File: src/rtl/add_arb.sv
`default_nettype none
// ============================================================================
//  Module   : add_arb
//  Purpose  : Two-port round-robin arbiter in front of a shared 16-bit
//             carry-lookahead saturating adder. The result, flags and owner
//             ID are captured in a single-entry response register that
//             honours downstream backpressure.
//  Revision : 1.0  initial release
// ============================================================================
module add_arb (
    input  logic        clk,
    input  logic        rst_n,
    input  logic [1:0]  req_valid,
    output logic [1:0]  req_ready,
    input  logic [15:0] req0_a,
    input  logic [15:0] req0_b,
    input  logic [15:0] req1_a,
    input  logic [15:0] req1_b,
    input  logic        req0_ci,
    input  logic        req1_ci,
    input  logic [1:0]  req0_mode,
    input  logic [1:0]  req1_mode,
    output logic        resp_valid,
    input  logic        resp_ready,
    output logic        resp_id,
    output logic [15:0] resp_sum,
    output logic [2:0]  resp_flags,
    output logic        resp_err
);

    typedef enum logic [0:0] {EMPTY = 1'b0, FULL = 1'b1} state_t;

    state_t      state_q;
    logic        prio_q;
    logic        id_q;
    logic [15:0] sum_q;
    logic [2:0]  flags_q;
    logic        err_q;

    logic        can_accept;
    logic [1:0]  gnt;
    logic [15:0] op_a, op_b;
    logic        op_ci;
    logic [1:0]  op_mode;
    logic        sat16, sat4;
    logic [15:0] raw;
    logic        ovf;
    logic [15:0] sum_d;
    logic [2:0]  flags_d;
    logic        err_d;

    // Four-bit lookahead slice: all internal carries from generate/propagate.
    function automatic logic [3:0] cla4_sum(input logic [3:0] a, input logic [3:0] b,
                                            input logic c0);
        logic [3:0] p, g, c;
        p    = a ^ b;
        g    = a & b;
        c[0] = c0;
        c[1] = g[0] | (p[0] & c0);
        c[2] = g[1] | (p[1] & g[0]) | (p[1] & p[0] & c0);
        c[3] = g[2] | (p[2] & g[1]) | (p[2] & p[1] & g[0]) | (p[2] & p[1] & p[0] & c0);
        return p ^ c;
    endfunction

    assign can_accept = (state_q == EMPTY) | resp_ready;
    assign req_ready  = gnt;
    assign resp_valid = (state_q == FULL);
    assign resp_id    = id_q;
    assign resp_sum   = sum_q;
    assign resp_flags = flags_q;
    assign resp_err   = err_q;

    // Round-robin grant: a lone requester wins, a tie goes to the prio port.
    always_comb begin
        gnt    = 2'b00;
        gnt[0] = can_accept & req_valid[0] & (~req_valid[1] | ~prio_q);
        gnt[1] = can_accept & req_valid[1] & (~req_valid[0] |  prio_q);
    end

    // Shared adder: operand mux, two-level lookahead, saturation and flags.
    always_comb begin
        logic [3:0] gg, gp;
        logic [3:0] cin;
        logic [15:0] p, g;
        op_a    = gnt[1] ? req1_a    : req0_a;
        op_b    = gnt[1] ? req1_b    : req0_b;
        op_ci   = gnt[1] ? req1_ci   : req0_ci;
        op_mode = gnt[1] ? req1_mode : req0_mode;
        sat16   = (op_mode == 2'b01);
        sat4    = (op_mode == 2'b10);

        p = op_a ^ op_b;
        g = op_a & op_b;
        for (int k = 0; k < 4; k++) begin
            gp[k] = &p[4*k +: 4];
            gg[k] = g[4*k+3] | (p[4*k+3] & g[4*k+2]) | (p[4*k+3] & p[4*k+2] & g[4*k+1])
                  | (p[4*k+3] & p[4*k+2] & p[4*k+1] & g[4*k]);
        end
        // Nibble mode cuts the group carries so each lane adds independently.
        cin[0] = op_ci;
        cin[1] = ~sat4 & (gg[0] | (gp[0] & op_ci));
        cin[2] = ~sat4 & (gg[1] | (gp[1] & gg[0]) | (gp[1] & gp[0] & op_ci));
        cin[3] = ~sat4 & (gg[2] | (gp[2] & gg[1]) | (gp[2] & gp[1] & gg[0])
                        | (gp[2] & gp[1] & gp[0] & op_ci));
        for (int k = 0; k < 4; k++) begin
            raw[4*k +: 4] = cla4_sum(op_a[4*k +: 4], op_b[4*k +: 4], cin[k]);
        end

        ovf   = (op_a[15] == op_b[15]) & (raw[15] != op_a[15]);
        sum_d = raw;
        if (sat16 && ovf) begin
            sum_d = op_a[15] ? 16'h8000 : 16'h7FFF;
        end
        if (sat4) begin
            for (int k = 0; k < 4; k++) begin
                if ((op_a[4*k+3] == op_b[4*k+3]) && (raw[4*k+3] != op_a[4*k+3])) begin
                    sum_d[4*k +: 4] = op_a[4*k+3] ? 4'h8 : 4'h7;
                end
            end
        end
        flags_d = {(sum_d == 16'h0000), ovf, sum_d[15]};
        err_d   = (op_mode == 2'b11);
    end

    // Response FSM, priority pointer and registered response contents.
    always_ff @(posedge clk or negedge rst_n) begin
        if (!rst_n) begin
            state_q <= EMPTY;
            prio_q  <= 1'b0;
            id_q    <= 1'b0;
            sum_q   <= 16'h0000;
            flags_q <= 3'b000;
            err_q   <= 1'b0;
        end else begin
            if (|gnt) begin
                prio_q  <= ~gnt[1];
                id_q    <= gnt[1];
                sum_q   <= sum_d;
                flags_q <= flags_d;
                err_q   <= err_d;
            end
            case (state_q)
                EMPTY:   if (|gnt) state_q <= FULL;
                FULL:    if (resp_ready && !(|gnt)) state_q <= EMPTY;
                default: state_q <= EMPTY;
            endcase
        end
    end

endmodule
`default_nettype wire

File: config.mk
export PLATFORM = sky130hd
export DESIGN_NAME = add_arb
export DESIGN_NICKNAME = d
export VERILOG_FILES = /design/src/rtl/add_arb.sv
export SDC_FILE = /design/constraint.sdc
export NUM_CORES = 1
export LEC_CHECK = 0
export BUFFER_PORTS_ARGS = -buffer_cell sky130_fd_sc_hd__buf_2
export CORE_MARGIN = 1.5
export CORE_UTILIZATION = 55
export DETAILED_ROUTE_END_ITERATION = 16
export PLACE_DENSITY = 0.88
export SKIP_LAST_GASP = 1
export SYNTH_ARGS = -nofsm -noshare
export SYNTH_HDL_FRONTEND = slang
export SYNTH_SLANG_ARGS = --single-unit
File: constraint.sdc
create_clock -name clk -period 13.28 [get_ports clk]
set_clock_uncertainty 0.2 [all_clocks]
set_input_delay 0 -clock clk [delete_from_list [all_inputs] [get_ports clk]]
set_output_delay 0 -clock clk [all_outputs]
set_load 0.005 [all_outputs]
==> results of run 1 <==
[routing by layer]
| metal | wire length, µm | GRT usage, % |
|---|---|---|
| met1 | 3180 | 37.4 |
| met2 | 3250 | 42.8 |
| met3 | 456 | 0.967 |
| met4 | 153 | 10.5 |
| met5 | 0 | 0 |
[power by group]
group          switching, W  internal (W)
Clock             0.0000195     0.0000264
Sequential        0.0000121     0.0000910
Combinational      0.000145      0.000109
[placed cells by master (no fill, tap or decap), drive strengths merged, types with 4 or more instances in the layout]
cell,count
nor2,22
nand2,116
inv,14
clkbuf,4
nand2b,9
o21ai,26
buf,99
xor2,5
a31oi,10
fa,4
mux2i,12
ha,15
dlygate4sd3,5
a21o,6
a21oi,25
a31o,4
dfrtp,22
o211ai,4
nor2b,4
xnor2,8
nand3,9
[registers in the layout, indices dropped and copies added, names as in the netlist]
register,flops
prio_q,1
resp_valid,1
resp_flags,3
resp_err,1
resp_id,1
resp_sum,15
[worst min path at each step]
| stage | start | endpoint | depth (start not counted) |
|---|---|---|---|
| detailed placement | rst_n | resp_sum[3] | 1 |
| global placement | rst_n | resp_sum[3] | 1 |
| CTS | req_valid[1] | resp_id | 3 |
| finish | req_valid[1] | resp_id | 3 |
| global route | req_valid[1] | resp_id | 3 |
| floorplan | rst_n | prio_q | 0 |
[logic make-up after synthesis]
family | share of synthesized area [%]
buffers and inverters | 5.05
xor gates and xnor gates | 4.22
AOI/OAI and AO/OA | 25.0
and+or+nand+nor | 30.1
muxes | 5.29
DFF | 20.4
adders and majority gates | 9.92
[metrics by stage]
step | util [%] | hold WS (ns) | std cells | area [µm²]
floorplan | - | -0.496 | 381 | 2700
global placement | 67.8 | -0.221 | 529 | 3200
detailed placement | 67.8 | -0.226 | 529 | 3200
CTS | 70.0 | 0.00496 | 538 | 3310
global route | 70.0 | 0.0542 | 538 | 3310
finish | 70.0 | 0.00720 | 538 | 3310
[cell type report]
class	instances	area (µm²)	area share (%)
multi-input cells	327	2020	61.0
flip-flops and latches	22	551	16.7
repair buffers	104	548	16.6
well taps	67	83.8	2.54
clock buffers	4	55.1	1.67
inverters	14	52.6	1.59
[critical path, cell delays in order (launching register included)]
cell and delay (ns):
sky130_fd_sc_hd__dfrtp_1 0.38, sky130_fd_sc_hd__nand2b_1 0.26, sky130_fd_sc_hd__nand3_4 0.40, sky130_fd_sc_hd__inv_2 0.59, sky130_fd_sc_hd__mux2i_1 0.44, sky130_fd_sc_hd__inv_1 0.11
sky130_fd_sc_hd__ha_1 0.40, sky130_fd_sc_hd__a21oi_1 0.12, sky130_fd_sc_hd__o211ai_1 0.11, sky130_fd_sc_hd__nand2_1 0.18, sky130_fd_sc_hd__o31ai_1 0.28, sky130_fd_sc_hd__nand2_1 0.11
sky130_fd_sc_hd__fa_1 0.48, sky130_fd_sc_hd__xor2_1 0.22, sky130_fd_sc_hd__nand2_1 0.09, sky130_fd_sc_hd__a211o_1 0.27, sky130_fd_sc_hd__a221o_1 0.26, sky130_fd_sc_hd__a311oi_1 0.17
sky130_fd_sc_hd__and4_1 0.21, sky130_fd_sc_hd__a32o_2 0.15
[what timing repair did]
item,CTS,global route
hold buffers,5,0
setup buffers,0,0
endpoints found under the hold margin,24,0
==> results summary, run 1 <==
By count the netlist is led by sky130_fd_sc_hd__nand2_1, sky130_fd_sc_hd__a21oi_1, sky130_fd_sc_hd__o21ai_0, sky130_fd_sc_hd__dfrtp_1, sky130_fd_sc_hd__nor2_1. The total number of clock tree sinks is 22. The worst setup path is launched from a flip-flop. The clock period minus worst slack is approximately 5.5 ns. The worst setup path is captured at a flip-flop.

Counting every net in the synthesized netlist gives around 480. The first TritonRoute pass finished after 5 iterations. In this run, the number of DRC markers left after iteration 0 of detailed routing was between 200 and 300. The part of the cycle the worst path needs came out at ~42%. The tree is rooted in a sky130_fd_sc_hd__clkbuf_8. The detailed placer's ending HPWL came out at around 5700 µm. TritonCTS built the clock tree.

The critical path arrival came out at between 5 and 6 ns. The area of the die came out at around 5300 µm². The global placement routability congestion is 0.869. The overall die height came out at around 73 µm. Once routing completed, OpenROAD measured the worst setup slack at between 7 and 8 ns. The synthesis warning total came out at 0. The sequential-to-total area share from yosys stat is approximately 20%.

The floorplan step defined a core boundary enclosing between 4000 and 5000 µm². OpenSTA, run right after detailed placement, puts the worst setup slack at 7.87 ns. The synthesized netlist contains just under 60 unique library cells. The endpoint of the worst setup timing path is resp_flags[2]. The share of synthesized flip-flops with an asynchronous set or reset is 100%. After layout, the design draws a total of about 0.00040 W. The flow ran to the end, and the final reports show no timing, DRC or antenna violations. The number of clock buffers added by TritonCTS is 3.

The most common cell in the netlist is sky130_fd_sc_hd__nand2_1. The clock slew at the register clock pins of the worst setup and hold paths is roughly 0.07 ns. The final hold violation count is 0. The number of nets at the end of the flow is approximately 570. The count of flip-flops with a built-in enable after synthesis is 0. The synthesized netlist occupies a cell area of approximately 2700 µm². The worst setup path is of the flip-flop to flip-flop kind. The placement row count is 25.

The required time at the endpoint of the critical path came out at approximately 13 ns. The number of setup violations in the final report is 0. The number of pins exceeding their max-slew limit in the final report is 0. The die outline width came out at between 70 and 80 µm. The worst setup path startpoint is resp_valid. The maximum net fanout on the critical path came out at 37. For the pin with the worst max-slew slack, the measured transition is 1.05 ns. By area the synthesized netlist is led by sky130_fd_sc_hd__dfrtp_1, sky130_fd_sc_hd__nand2_1, sky130_fd_sc_hd__ha_1, sky130_fd_sc_hd__a21oi_1, sky130_fd_sc_hd__mux2i_1. In this run the number of H-tree levels came out at 1. The maximum buffer depth of the clock tree came out at 2. The total wire length is about 7000 µm. Summed over all layers, the global routing overflow is 0. The endpoint of the worst register-to-register path is resp_flags[2]. The power per cell area came out at about 120 nW/µm². The count of maximum capacitance violations came out at 0. In the final layout, the share of cells above drive strength 1 is between 20 and 30%. The initial antenna violation count came out at 0.

For this run, the total global-route usage over all layers was measured as about a quarter. The post-cts sizing count is 0. The average footprint of a synthesized cell is 7.08 µm². The maximum number of pins on one net before global-route repair came out at 38. For this design the static power due to leakage is 1.74 nW. The overall via count from detail_route came out at between 3000 and 4000. The synthesized design devotes to its leading area cell type 20.4% of total area. The sum of negative setup slack came out at 0 ns. The average detailed-routed wire length per instance is 13.1 µm.

The number of input and output port buffers inserted is 98. The most used flip-flop cell after synthesis is sky130_fd_sc_hd__dfrtp_1. At the later pin of the worst-skew pair, clock insertion delay measures ~0.26 ns. Synthesis produced around 380 cells. The wire length of the first global-routing pass came out at approximately 11000 µm. For flop-to-flop paths, the worst setup slack is a little under 8 ns. Setup repair after global routing left no endpoint under its margin.

The number of antenna diodes is 0. The relative slew slack came out at between 20 and 30%. After filler insertion, the fill cell instance count of the layout stands at ~400. The detail-routed via count per cell is 5.67.

Relative to the synthesized area, the layout overhead comes to 22.5%. The via count of the first global-routing pass is 2655. The count of cells along the worst register-to-register path came out at 19.

The path class of the tightest hold or removal check is primary input to flip-flop. The source of the worst register-to-register timing path is resp_valid. The effective utilization at floorplan is between 50% and 60%. The biggest area contributor in the post-synthesis netlist is sky130_fd_sc_hd__dfrtp_1. The I/O pin count is 99. After synthesis the netlist holds a flip-flop and latch count of 22. The maximum ir drop on the vdd rail is between 0.04 and 0.05 mV. The maximum clock frequency came out at between 0.15 and 0.2 GHz. In the routed design, unresolved DRC markers number 0.

The number of nets still failing antenna checks after routing came out at 0.
Note: power is estimated with default switching activity, not from simulation.
==> inputs of run 2 (changes only) <==
--- a/config.mk
+++ b/config.mk
@@ -5,11 +5,12 @@
 export SDC_FILE = /design/constraint.sdc
 export NUM_CORES = 1
 export LEC_CHECK = 0
+export ABC_AREA = 1
 export BUFFER_PORTS_ARGS = -buffer_cell sky130_fd_sc_hd__buf_2
 export CORE_MARGIN = 1.5
-export CORE_UTILIZATION = 55
+export CORE_UTILIZATION = 50
 export DETAILED_ROUTE_END_ITERATION = 16
-export PLACE_DENSITY = 0.88
+export PLACE_DENSITY = 0.82
 export SKIP_LAST_GASP = 1
 export SYNTH_ARGS = -nofsm -noshare
 export SYNTH_HDL_FRONTEND = slang
==> constraint.sdc (replaced) <==
create_clock -name clk -period 5.48 [get_ports clk]
set_clock_uncertainty 0.2 [all_clocks]
set_input_delay 0 -clock clk [delete_from_list [all_inputs] [get_ports clk]]
set_output_delay 0 -clock clk [all_outputs]
set_load 0.005 [all_outputs]
==> run 2 against run 1 <==
  * Clock-buffer cell count unchanged
  * First-iteration DRC count down 59%
  * Cell count up 4.6%
  * Total power rose to 2.6 times the previous value
  * Final area down 5.9%
  * Register-to-register slack worse by 6.4 ns
  * Combinational power rose to 2.6 times the previous value
  * Via count down 14%
  * Synthesized cell count up 5.0%
  * Die area up 1.4%
  * Sequential power rose to 2.6 times the previous value
  * Clock power up 140%
  * Highest routed layer unchanged
==> results summary, run 2 <==
The run finished with clean final reports. The number of antenna diodes in the final layout is 0. Row generation in the floorplan step produced 25 rows.

STA classifies the critical path startpoint as a primary input. The count of flip-flops with a built-in enable after synthesis is 0. The detail-routed via count per cell is between 4 and 5.

The library cells used most frequently in the layout, excluding fill and tap cells, are sky130_fd_sc_hd__nand2_1, sky130_fd_sc_hd__buf_2, sky130_fd_sc_hd__inv_1, sky130_fd_sc_hd__dfrtp_1, sky130_fd_sc_hd__o21ai_0. For the pin with the worst max-slew slack, the measured transition is approximately 0.5 ns. The total routing resource utilization after global routing came out at between 20% and 30%. The total design power came out at ~0.0010 W. In this run the power density over the cells is roughly 340 nW/µm². The core area is ~4800 µm². The kind of cell with the highest combined delay along the critical path is simple AND/OR/NAND/NOR gates. The maximum clock frequency is around 0.24 GHz. The number of cells after detailed placement is approximately 550. The most common flop cell mapped by yosys is sky130_fd_sc_hd__dfrtp_1. Buffers added to address setup during post-CTS repair amount to 0. In the post-route analysis, the smallest setup slack over all paths is between 1 and 1.5 ns. The share of post-route cells with drive strength above 1 came out at around a quarter. Ranked by total cell area, the synthesized netlist is headed by sky130_fd_sc_hd__nand2_1, sky130_fd_sc_hd__dfrtp_1, sky130_fd_sc_hd__ha_1, sky130_fd_sc_hd__inv_1, sky130_fd_sc_hd__o21ai_0.

After detailed routing, the number of remaining DRC violations is 0. The most common cell in the netlist is sky130_fd_sc_hd__nand2_1. By instance count, the cell type seen most on the critical path is sky130_fd_sc_hd__nand2_1.

The worst register-to-register path ends at resp_flags[2]. The total number of clock tree sinks is 22. The number of input and output port buffers inserted came out at 98. The count of maximum capacitance violations came out at 0. The final hold violation count is 0. The number of unique standard cell types used by synthesis is 37. The later pin in the worst-skew pair is clocked with a latency of about 0.26 ns. The critical path's largest stage delay is approximately 0.53 ns. The share of synthesized flip-flops with an asynchronous set or reset came out at 100%.

The total standard cell area after synthesis is about 2500 µm². The effective utilization at floorplan came out at about 52%. The number of DRC markers in iteration 0 came out at approximately 120. The register-to-register path setup slack is between 1 and 1.5 ns. The required time at the endpoint of the critical path came out at about 5.5 ns.

The die covers ~5400 µm². In this run the deepest clock path goes through 2 buffers. The slowest cell on the critical path is sky130_fd_sc_hd__dlygate4sd3_1. The post-synthesis instance total came out at 400. The critical path arrival came out at about 4 ns. The initial antenna violation count is 0.

The number of detailed-routing iterations run before antenna repair came out at 4. The endpoint of the worst setup timing path is resp_flags[2]. The number of buffers and inverters on the critical path is 8. Counting every net in the synthesized netlist gives around 490. Buffers inserted to repair hold after CTS numbered 5. The die outline width is around 74 µm. Each instance of the synthesized netlist takes up on average roughly 6.2 µm². The count of placed standard cells in the final layout, fillers left out is approximately 560. The placement-stage worst setup slack came out at about 1.4 ns.

Entering global routing, the biggest net connects 45 pins. The maximum net fanout on the critical path came out at 44. The post-cts sizing count is 0. The library cell used most frequently in the layout, excluding fill and tap cells, is sky130_fd_sc_hd__nand2_1. The register bit count reported by yosys is 22.

The detailed placer's ending HPWL came out at around 4700 µm. The leakage power figure is around 2.0 nW. The worst setup path is captured at a flip-flop. The detail route stage leaves a number of antenna-violating nets equal to 0. The total wire length came out at approximately 5600 µm.

The maximum ir drop on the vdd rail came out at between 0.1 and 0.15 mV. The number of pins exceeding their max-slew limit in the final report came to 0. The area fraction of the dominant cell type after synthesis is 27.8%. The total stage count of the critical path is 28. The I/O pin count is 99.

Relative to the synthesized area, the layout overhead comes to 25.0%. The clock slew at the register clock pins of the worst setup and hold paths came out at 0.07 ns. Setup violations remaining at the end of the flow were counted as 0. In this run the worst setup path begins at resp_ready. The root buffer cell is sky130_fd_sc_hd__clkbuf_8. Setup repair after global routing left no endpoint under its margin. The source of the worst register-to-register timing path is prio_q.

The global placement routability congestion is 0.806. The average detailed-routed wire length per instance is around 10 µm. The cell taking the most area after synthesis is sky130_fd_sc_hd__nand2_1. The multi-input combinational cell area came out at 1690 µm². TritonCTS built the clock tree. The sum of overflow across all layers after global routing came out at 0.

The via count of the first global-routing pass is about 2300. The number of nets at the end of the flow is 591. The part of the cycle the worst path needs came out at between 70% and 80%. After synthesis, the most frequently instantiated cells are sky130_fd_sc_hd__nand2_1, sky130_fd_sc_hd__inv_1, sky130_fd_sc_hd__dfrtp_1, sky130_fd_sc_hd__o21ai_0, sky130_fd_sc_hd__ha_1. The count of cells along the worst register-to-register path is 26. The number of fillers in the final layout is approximately 470. The type of the worst setup path is primary input to flip-flop. The area occupied by registers is 551 µm².

The overall die height is between 70 and 80 µm. The worst hold path belongs to the class primary input to flip-flop. The first global-routing pass estimated roughly 9400 µm of wire. The sequential-to-total area share from yosys stat came out at between 20 and 25%. Buffers inserted during clock tree synthesis total 3.

In this run the number of H-tree levels came out at 1. The flip-flop count of the largest register, all copies and words added is 15. The sum of negative setup slack is 0 ns.

The worst pin sits at a relative slew slack of 66.1%. The synthesis warning total is 0. The overall via count from detail_route came out at about 2600. The clock period minus worst slack is between 4 and 5 ns.
==> run 2: cell type report <==
type	instances	share of cell area (%)
Multi-Input combinational cell	318	54.3
Sequential cell	22	17.7
Timing Repair Buffer	104	17.6
Inverter	48	5.87
Tap cell	67	2.70
Clock buffer	4	1.77
==> run 2: worst min-delay path by stage <==
| stage | startpoint | to | slack [ns] | depth (start not counted) |
|---|---|---|---|---|
| finish | req_valid[1] | prio_q | 0.005 | 3 |
| global route | req_valid[1] | prio_q | 0.03 | 3 |
| CTS | req_valid[1] | prio_q | 0.002 | 3 |
| detailed placement | rst_n | resp_sum[6] | -0.22 | 1 |
| global placement | rst_n | resp_sum[1] | -0.22 | 1 |
| floorplan | rst_n | prio_q | -0.50 | 0 |
==> run 2: cells by family (layout without fill, tap and decap cells) <==
group | Yosys count | count (layout) | synth area share [%]
fa+ha+maj | 19 | 19 | 10.8
buf+inv | 60 | 156 | 9.95
xor+xnor | 9 | 9 | 3.17
mux | 2 | 2 | 0.804
flops | 22 | 22 | 22.1
compound gates | 44 | 44 | 10.4
simple gates | 244 | 244 | 42.8
==> run 2: stage by stage <==
stage	utilization (%)	area, µm²	hold WS [ns]
2_1_floorplan	-	2490	-0.496
3_3_place_gp	63.2	3010	-0.222
3_5_place_dp	63.2	3010	-0.220
4_1_cts	65.4	3110	0.00154
5_1_grt	65.4	3110	0.0307
6_report	65.4	3110	0.00480
==> run 2: worst register-to-register path, delay by kind of cell (launching register included) <==
kind	cells	cell delay [ns]
AND/OR/NAND/NOR	15	1.71
adder cells (fa/ha/maj)	2	0.71
buffers and inverters	6	0.59
flip-flops	1	0.40
AO/OA/AOI/OAI	2	0.29
XOR/XNOR	1	0.15
==> run 2: per-layer routing <==
layer | part of all wire (%) | vias to the layer above | global-route usage [%]
li1 | - | 1440 | -
met1 | 49 | 1101 | 29.6
met2 | 45 | 75 | 36.0
met3 | 4.4 | 8 | 1.37
met4 | 1.6 | 0 | 7.00
met5 | 0 | - | 0
==> run 2: power by group <==
group / internal, W / leakage [nW] / switching, W
Combinational: 0.000271 / 1.68 / 0.000396
Sequential: 0.000232 / 0.268 / 0.0000355
Clock: 0.0000640 / 0.0288 / 0.0000484
